## src/rtl/glb_iact_pkg.sv

```systemverilog
// Shared GLB iact constants: CSC word layout, terminator/pad words, encoder states.
// The PE-side decoder imports the same words and skips CSC_PAD_WORD.
package glb_iact_pkg;

  localparam int IACT_DATA_W = 8;
  localparam int IACT_CNT_W  = 4;
  localparam int IACT_NZ_W   = 11;
  localparam int CSC_W       = IACT_DATA_W + IACT_CNT_W;

  localparam logic [CSC_W-1:0] CSC_TERM_WORD = 12'h000;
  localparam logic [CSC_W-1:0] CSC_PAD_WORD  = 12'h00F;

  typedef enum logic [1:0] {
    S_PASS,
    S_PAD,
    S_TERM1,
    S_TERM2
  } enc_state_e;

endpackage

```

## src/rtl/iact_csc_encoder_if.sv

```systemverilog
// Dense-in / CSC-out stream bundle of the iact encoder.
// slave = encoder side, master = producer/SRAM side.
interface iact_csc_encoder_if #(
  parameter int DATA_W = 8,
  parameter int CNT_W  = 4
);

  logic                    in_valid;
  logic                    in_ready;
  logic [DATA_W-1:0]       in_data;
  logic                    in_col_last;
  logic                    in_mat_last;
  logic                    in_pass_last;
  logic                    out_valid;
  logic                    out_ready;
  logic [DATA_W+CNT_W-1:0] out_data;

  modport slave (
    input  in_valid, in_data, in_col_last,
    input  in_mat_last, in_pass_last, out_ready,
    output in_ready, out_valid, out_data
  );

  modport master (
    output in_valid, in_data, in_col_last,
    output in_mat_last, in_pass_last, out_ready,
    input  in_ready, out_valid, out_data
  );

endinterface

```

## src/rtl/csc_out_slot.sv

```systemverilog
// Single-entry valid/ready output register with load/hold.
// Caller must only assert load while free is high.
module csc_out_slot #(
  parameter int W = 12
) (
  input  logic         clock,
  input  logic         reset,
  input  logic         load,
  input  logic [W-1:0] load_data,
  input  logic         out_ready,
  output logic         out_valid,
  output logic [W-1:0] out_data,
  output logic         free
);

  logic         valid_q, valid_d;
  logic [W-1:0] data_q, data_d;

  assign free = ~valid_q | out_ready;

  always_comb begin
    valid_d = valid_q;
    data_d  = data_q;
    if (load) begin
      valid_d = 1'b1;
      data_d  = load_data;
    end else if (free) begin
      valid_d = 1'b0;
    end
  end

  always_ff @(posedge clock) begin
    if (reset) begin
      valid_q <= 1'b0;
      data_q  <= '0;
    end else begin
      valid_q <= valid_d;
      data_q  <= data_d;
    end
  end

  assign out_valid = valid_q;
  assign out_data  = data_q;

endmodule

```

## src/rtl/iact_csc_encoder.sv

```systemverilog
// Dense iact -> CSC {value,row} encoder, zero-dropping, with
// per-matrix and per-pass zero-word terminators.
import glb_iact_pkg::*;

module iact_csc_encoder #(
  parameter int DATA_W = IACT_DATA_W,
  parameter int CNT_W  = IACT_CNT_W,
  parameter int NZ_W   = IACT_NZ_W
) (
  input  logic            clock,
  input  logic            reset,
  iact_csc_encoder_if.slave bus,
  output logic            busy,
  output logic [NZ_W-1:0] nz_count,
  output logic            overflow
);

  localparam int W = DATA_W + CNT_W;

  enc_state_e       state_q, state_d;
  logic [CNT_W-1:0] row_q, row_d;
  logic [NZ_W-1:0]  nz_q, nz_d;
  logic             ovf_q, ovf_d;
  logic             pl_q, pl_d;

  logic             free, load, acc;
  logic             slot_valid;
  logic [W-1:0]     load_data, slot_data;

  assign bus.in_ready = (state_q == S_PASS) & free;
  assign acc          = bus.in_valid & bus.in_ready;

  always_comb begin
    state_d   = state_q;
    row_d     = row_q;
    nz_d      = nz_q;
    ovf_d     = ovf_q;
    pl_d      = pl_q;
    load      = 1'b0;
    load_data = '0;
    unique case (state_q)
      S_PASS: begin
        if (acc) begin
          if (bus.in_col_last) begin
            row_d = '0;
          end else begin
            row_d = row_q + 1'b1;
            if (row_q == '1) ovf_d = 1'b1;
          end
          if (bus.in_data != '0) begin
            load      = 1'b1;
            load_data = {bus.in_data, row_q};
            nz_d      = nz_q + 1'b1;
          end
          // empty matrix needs a pad so its terminator isn't read as write-done
          if (bus.in_mat_last) begin
            pl_d    = bus.in_pass_last;
            state_d = (nz_q == '0 && bus.in_data == '0) ? S_PAD : S_TERM1;
          end
        end
      end
      S_PAD: begin
        if (free) begin
          load      = 1'b1;
          load_data = W'(CSC_PAD_WORD);
          state_d   = S_TERM1;
        end
      end
      S_TERM1: begin
        if (free) begin
          load      = 1'b1;
          load_data = W'(CSC_TERM_WORD);
          nz_d      = '0;
          state_d   = pl_q ? S_TERM2 : S_PASS;
        end
      end
      S_TERM2: begin
        if (free) begin
          load      = 1'b1;
          load_data = W'(CSC_TERM_WORD);
          pl_d      = 1'b0;
          state_d   = S_PASS;
        end
      end
      default: state_d = S_PASS;
    endcase
  end

  always_ff @(posedge clock) begin
    if (reset) begin
      state_q <= S_PASS;
      row_q   <= '0;
      nz_q    <= '0;
      ovf_q   <= 1'b0;
      pl_q    <= 1'b0;
    end else begin
      state_q <= state_d;
      row_q   <= row_d;
      nz_q    <= nz_d;
      ovf_q   <= ovf_d;
      pl_q    <= pl_d;
    end
  end

  csc_out_slot #(.W(W)) u_slot (
    .clock     (clock),
    .reset     (reset),
    .load      (load),
    .load_data (load_data),
    .out_ready (bus.out_ready),
    .out_valid (slot_valid),
    .out_data  (slot_data),
    .free      (free)
  );

  assign bus.out_valid = slot_valid;
  assign bus.out_data  = slot_data;
  assign busy          = (state_q != S_PASS) | slot_valid;
  assign nz_count      = nz_q;
  assign overflow      = ovf_q;

endmodule

```

## src/flat_wrapper.sv

```systemverilog
// flat-port wrapper written by rule: the top's interface ports become plain ports
module iact_csc_encoder_flat 
#(
  parameter int DATA_W = IACT_DATA_W,
  parameter int CNT_W  = IACT_CNT_W,
  parameter int NZ_W   = IACT_NZ_W
)
  (clock, reset, busy, nz_count, overflow, bus_in_valid, bus_in_data, bus_in_col_last, bus_in_mat_last, bus_in_pass_last, bus_out_ready, bus_in_ready, bus_out_valid, bus_out_data);
  iact_csc_encoder_if #(.DATA_W(DATA_W), .CNT_W(CNT_W)) bus_i ();
  input  logic clock;
  input  logic reset;
  output logic busy;
  output logic [NZ_W-1:0] nz_count;
  output logic overflow;
  input wire logic [$bits(bus_i.in_valid)-1:0] bus_in_valid;
  input wire logic [$bits(bus_i.in_data)-1:0] bus_in_data;
  input wire logic [$bits(bus_i.in_col_last)-1:0] bus_in_col_last;
  input wire logic [$bits(bus_i.in_mat_last)-1:0] bus_in_mat_last;
  input wire logic [$bits(bus_i.in_pass_last)-1:0] bus_in_pass_last;
  input wire logic [$bits(bus_i.out_ready)-1:0] bus_out_ready;
  output wire logic [$bits(bus_i.in_ready)-1:0] bus_in_ready;
  output wire logic [$bits(bus_i.out_valid)-1:0] bus_out_valid;
  output wire logic [$bits(bus_i.out_data)-1:0] bus_out_data;
  assign bus_i.in_valid = bus_in_valid;
  assign bus_i.in_data = bus_in_data;
  assign bus_i.in_col_last = bus_in_col_last;
  assign bus_i.in_mat_last = bus_in_mat_last;
  assign bus_i.in_pass_last = bus_in_pass_last;
  assign bus_i.out_ready = bus_out_ready;
  assign bus_in_ready = bus_i.in_ready;
  assign bus_out_valid = bus_i.out_valid;
  assign bus_out_data = bus_i.out_data;
  iact_csc_encoder #(.DATA_W(DATA_W), .CNT_W(CNT_W), .NZ_W(NZ_W)) u_core (.clock(clock), .reset(reset), .bus(bus_i), .busy(busy), .nz_count(nz_count), .overflow(overflow));
endmodule
```

## config.mk

```make
export PLATFORM = sky130hd
export DESIGN_NAME = iact_csc_encoder_flat
export DESIGN_NICKNAME = d
export VERILOG_FILES = /design/src/rtl/glb_iact_pkg.sv /design/src/rtl/iact_csc_encoder_if.sv /design/src/rtl/csc_out_slot.sv /design/src/rtl/iact_csc_encoder.sv /design/src/flat_wrapper.sv
export SDC_FILE = /design/constraint.sdc
export NUM_CORES = 1
export LEC_CHECK = 0
export ABC_AREA = 1
export CAP_MARGIN = 20
export CORE_MARGIN = 8
export CORE_UTILIZATION = 35
export CTS_BUF_LIST = sky130_fd_sc_hd__clkbuf_8
export DETAILED_ROUTE_END_ITERATION = 8
export PLACE_DENSITY = 0.57
export SLEW_MARGIN = 10
export SYNTH_ARGS = -nofsm -noshare
export SYNTH_HDL_FRONTEND = slang
export SYNTH_SLANG_ARGS = --single-unit
```

## constraint.sdc

```tcl
create_clock -name clock -period 1.65 [get_ports clock]
set_input_delay 0.33 -clock clock [delete_from_list [all_inputs] [get_ports clock]]
set_output_delay 0.33 -clock clock [all_outputs]
set_load 0.05 [all_outputs]
```

Word-level counts from Yosys, hierarchy flattened
Cells that the tools add are included.
Widths: inputs -> output; s select.
{"block": "classes", "n_addsub": 2, "multipliers": 0, "n_div": 0, "order_cmp": 0, "eq_ne": 10, "shifts": 0, "n_mux": 26, "bitwise": 6, "n_reduce_logical": 16}
{"cell": "$pmux 12 s3", "n": 1}
{"cell": "$mux 11", "n": 3}
{"cell": "$mux 12", "n": 2}
{"cell": "$pmux 11 s2", "n": 1}
{"cell": "$mux 2", "n": 7}
{"cell": "$reduce_and 4->1", "n": 3}
{"cell": "$add 11x1->11 const B", "n": 1}
{"cell": "$logic_not 11->1", "n": 1}
{"cell": "$logic_not 8->1", "n": 1}
{"cell": "$mux 4", "n": 2}
{"cell": "$ne 2x1->1 const B", "n": 4}
{"cell": "$pmux 2 s4", "n": 1}
{"cell": "$reduce_bool 2->1", "n": 4}
{"cell": "$reduce_bool 8->1", "n": 1}
{"cell": "$mux 1", "n": 7}
{"cell": "$reduce_and 5->1", "n": 1}
{"cell": "$add 4x1->4 const B", "n": 1}
{"cell": "$eq 2x2->1 const B", "n": 2}
{"cell": "$eq 4x4->1 const B", "n": 1}
{"cell": "$ne 2x2->1 const B", "n": 2}
{"cell": "$pmux 1 s2", "n": 2}
{"cell": "$reduce_or 3->1", "n": 1}
{"cell": "$and 1x1->1", "n": 2}
{"cell": "$eq 2x1->1 const B", "n": 1}
{"cell": "6 further kinds", "n": 8}
{"block": "totals", "ff_bits": 32, "latch_bits": 0, "mem_bits_rw": 0, "mem_bits_ro": 0, "inputBits": 15, "output_inout_bits": 27, "word_cells": 67, "mem_count": 0}

Depth between registers and ports, before layout
{"block": "logic_depth", "depth_word": 7, "depth_mapped": 10, "mapped_depth_nobuf": 9}

Modules after synthesis
From an unflattened synthesis, not the netlist that was laid out.
{"block": "unflattened", "cells_unflattened": 275, "hier_area_um2": 1747.9}
{"mod": "iact_csc_encoder", "instances": 1, "cells_each": 218, "area_per_inst_um2": 1287.5}
{"mod": "csc_out_slot", "instances": 1, "cells_each": 57, "area_per_inst_um2": 460.4}

Worst setup path before layout
OpenSTA, ideal clock, no wires.
{"block": "synth_timing", "path_kind": "flip-flop to flip-flop", "startpoint": "register u_core.nz_q[1] (netlist: u_core.nz_count[1])", "endpoint": "register u_core.nz_q[8] (netlist: u_core.nz_count[8])", "t_arrival_ns": 1.617, "required_ns": 1.535, "slack_ns": -0.081, "stages_incl_launch_ff": 9, "n_path_buf": 0, "cell_sequence": "dfxtp_1 > ha_1 > nand2_1 > nor2_1 > nand3_1 > nand3_1 > nand2_1 > inv_1 > nor2_1"}
{"block": "synth_via", "elab_chain_len": 4}
{"item": "start: declaration", "line": "iact_csc_encoder.sv:22", "text": "logic [NZ_W-1:0] nz_q, nz_d;"}
{"item": "start signal: assignment", "line": "iact_csc_encoder.sv:99", "text": "nz_q <= nz_d;"}
{"item": "$add 11x1->11", "line": "iact_csc_encoder.sv:53", "text": "nz_d = nz_q + 1'b1;"}
{"item": "$mux 11", "line": "iact_csc_encoder.sv:50", "text": "if (bus.in_data != '0) begin"}
{"item": "$mux 11", "line": "iact_csc_encoder.sv:43", "text": "if (acc) begin"}
{"item": "$pmux 11 s2", "line": "iact_csc_encoder.sv:41", "text": "unique case (state_q)"}
Every way passes these cells. The select of a mux whose other input is x is not followed.
A chain may end at the register's enable or synchronous reset.

Worst setup path in the final report
{"block": "layout_timing", "startpoint": "input bus_out_ready", "endpoint": "output bus_in_ready"}
{"block": "layout_via", "elab_chain_len": 2}
{"item": "start: declaration", "line": "flat_wrapper.sv:20", "text": "input wire logic [$bits(bus_i.out_ready)-1:0] bus_out_ready;"}
{"item": "$or 1x1->1", "line": "csc_out_slot.sv:19", "text": "assign free = ~valid_q | out_ready;"}
{"item": "$and 1x1->1", "line": "iact_csc_encoder.sv:30", "text": "assign bus.in_ready = (state_q == S_PASS) & free;"}
{"item": "end: declaration", "line": "flat_wrapper.sv:21", "text": "output wire logic [$bits(bus_i.in_ready)-1:0] bus_in_ready;"}
Every way passes these cells.

==> results.txt <==
The flow ran to the end, and the final reports show no timing, DRC or antenna violations. The highest metal layer used by the detailed router was met4. The startpoint-to-endpoint class of the critical path is in -> out. Setup repair after global routing left no endpoint under its margin. Number of hold buffers added after CTS: 0. Setup violations remaining at the end of the flow were counted as 0. For the total negative setup slack, the log shows 0 ps.

The sequential cell area fraction in the yosys report was 0.3393. Counting distinct cell types in the post-synthesis netlist gives 30. Hold is met by 456.6 ps. The deepest clock path buffer count came out at 2.

For the final setup skew, the log shows 3.639 ps. The relative slew slack came out at 0.7889. The average detailed-routed wire length per instance is 11.80 um. The number of global-route vias before repair came out at 1,842. Most frequently used cell type in the post-synthesis netlist: sky130_fd_sc_hd__nand2_1. The wire length of the first global-routing pass is 8266 um.

For the synthesis warning total, the log shows 0. The initialized floorplan defines 26 standard-cell rows. The share of flip-flops with an asynchronous set or reset after synthesis is 0.

VDD sags by at most 0.4989 mV. The area share of the leading cell type in the synthesized netlist works out to 0.3393. The tools report the number of antenna violations at the first check in global routing as 0.

Routability-driven placement congestion ratio: 0.7810. The die span in y works out to 89.45 um. Data required time of the critical path: 1320 ps. The tools report the worst flop-to-flop path startpoint as u_core.state_q[1]. The final route contains 1,831 vias.

The core region is 5172 sq um. The startpoint of the most critical setup path is bus_out_ready. The area growth from synthesis to layout is 40.82%. The total global routing overflow was 0. The detailed router put a total of 2201 um of wire on met1.

The count of input and output buffers was 41. Actual transition at the worst max-transition pin: 313.3 ps. Along the worst path, the maximum fanout reaches 3. The clock slew seen by the registers of the worst setup and hold paths was 70 ps; the via density per instance was 4.578. Counting instances in the post-synthesis netlist gives the leading cell types as sky130_fd_sc_hd__nand2_1 (62), sky130_fd_sc_hd__nand3_1 (33), sky130_fd_sc_hd__dfxtp_1 (32), sky130_fd_sc_hd__inv_1 (32), sky130_fd_sc_hd__nor2_1 (31).

The cell taking the most area after synthesis is sky130_fd_sc_hd__dfxtp_1. For the worst-case setup slack after placement, the log shows -58.56 ps. The worst setup path is launched from a primary input. Entering global routing, the biggest net connects 17 pins.

The number of nets handed over by synthesis was 288. The count of final hold-check violations is 0, and the post-synthesis register bit count is 32. Once detail routing completed, the nets flagged for antenna violations numbered 0.

TritonCTS created 5 clock buffers. The initial standard-cell utilization of the core was 0.3650; the area enclosed by the die boundary was 8000 sq um. Sorting the synthesized cells by area gives the leading types as sky130_fd_sc_hd__dfxtp_1 (34%), sky130_fd_sc_hd__nand2_1 (12%), sky130_fd_sc_hd__nand3_1 (8.7%), sky130_fd_sc_hd__inv_1 (6.4%), sky130_fd_sc_hd__nor2_1 (6.2%). Overall power consumption after layout is estimated at 3393 uW. The routed design uses 267 um of met3 wire.

The number of sinks driven by the clock tree was 32; the number of buffers added for setup after CTS was 0. Timing would allow up to 634.8 MHz. TritonCTS built the clock tree. The routed wire length on met2 came out at 2195 um. The part of the cycle the worst path needs works out to 0.9547. 0 antenna diodes ended up in the layout. After filler insertion, the fill cell instance count of the layout stands at 520.

Before antenna repair, the detailed router went through 4 iterations. The tools report the endpoint type of the worst setup path as a primary output. The final worst-path setup slack is 74.76 ps, and the combined area of all synthesized cells is 1888 sq um. At the end of the flow, the number of nets in the layout was 347. The H-tree generated during clock tree synthesis spans 2 levels.

The utilization after layout came out at 0.5140. Number of enable flip-flop cells after synthesis: 0. The worst min-delay path class is reg -> reg. The mean area per synthesized cell is 6.993 sq um, and the time the worst path needs with I/O delays and setup is 1575 ps. The logs give 0 for the max capacitance violation total and 0 for the final-report max-slew violation count.

The total length of routed wires is 4721 um. Data arrives at the worst endpoint at 1250 ps. Synthesis produced 270 cells. The tools report the leakage power as 0.001174 uW.

For this run, design rule violations remaining after detail routing come to 0. For this design the top-level I/O count stands at 42. The fraction of layout cells with a size suffix above 1 is 0.2909. The logs give 0.1308 for the global-route usage over all layers and 3616 um for the HPWL after detailed placement. Die boundary width: 89.45 um. In this run the most critical hold path is launched from u_core.pl_q. The most used flip-flop cell after synthesis is sky130_fd_sc_hd__dfxtp_1.

In this run the clock root is driven by a sky130_fd_sc_hd__clkbuf_8. The later pin in the worst-skew pair is clocked with a latency of 280 ps. In this run, the number of DRC markers left after iteration 0 of detailed routing was 82. The total power divided by cell area was 1276 nW/um^2.
## sequential cells by signal, indices dropped and copies added, names as in the netlist
| register | cells |
|---|---|
| u_core.u_slot.out_data | 12 |
| u_core.pl_q | 1 |
| u_core.u_slot.out_valid | 1 |
| u_core.row_q | 4 |
| u_core.nz_count | 11 |
| u_core.overflow | 1 |
| u_core.state_q | 2 |
## cell type report
cell class              count  area (sq um)  area share
multi-input cells         193          1041      0.3915
flip-flops and latches     32         643.1      0.2419
repair buffers             59         615.6      0.2315
inverters                  38         145.1     0.05459
clock buffers               7         96.34     0.03624
well taps                  70         87.58     0.03294
clock inverters             1         30.03     0.01129
## cell usage in the layout (no fill, tap or decap), drive strengths merged
master / count
nand3: 42
and2: 1
clkdlybuf4s50: 14
nor3: 3
clkinv: 2
nand2: 73
buf: 45
or2: 1
bufinv: 1
xnor2: 1
clkbuf: 7
inv: 36
dfxtp: 32
nor2: 33
o21a: 1
o21ai: 8
ha: 3
a21oi: 26
a31oi: 1
## worst max-delay path: stages
cell	delay (ps)
sky130_fd_sc_hd__clkdlybuf4s50_1	470
sky130_fd_sc_hd__inv_1	50
sky130_fd_sc_hd__nand2_2	90
sky130_fd_sc_hd__nand2_4	80
sky130_fd_sc_hd__inv_4	90
sky130_fd_sc_hd__buf_12	130
## through the flow
step,cells,area [sq um]
2_1_floorplan,270,1891
3_3_place_gp,392,2527
3_5_place_dp,392,2527
4_1_cts,400,2654
5_1_grt,400,2659
6_report,400,2659
## path summary, 6_finish.rpt
| check | to | slack (ps) | cells past startpoint |
|---|---|---|---|
| setup / recovery | bus_in_ready | 70 | 6 |
| hold / removal | u_core.pl_q | 460 | 2 |
| setup reg to reg | u_core.row_q[3] | 240 | 4 |
| hold reg to reg | u_core.pl_q | 460 | 2 |
## logic make-up after synthesis
kind of cell / count (synthesis) / share of synthesized area
buffers and inverters: 45 / 0.1107
AOI/OAI and AO/OA: 36 / 0.1272
xor gates and xnor gates: 1 / 0.004640
adders and majority gates: 3 / 0.01988
and+or+nand+nor: 153 / 0.3983
DFF: 32 / 0.3393
## power by group
part | switching [uW] | internal, uW
clock network | 299 | 533
logic | 968 | 585
registers | 124 | 883
total | 1390 | 2000
## metal layers
metal / track usage / vias up
met5: 0 / -
met4: 0.04985 / 0
met3: 0.03952 / 5
met2: 0.2209 / 41
met1: 0.1511 / 809
li1: - / 976
## what timing repair did
| item | in CTS | in global routing |
|---|---|---|
| setup endpoints to repair | 1 | 3 |
| resized for setup | 1 | 2 |
| pin swaps | 0 | 0 |
(Power assumes the default switching activity.)
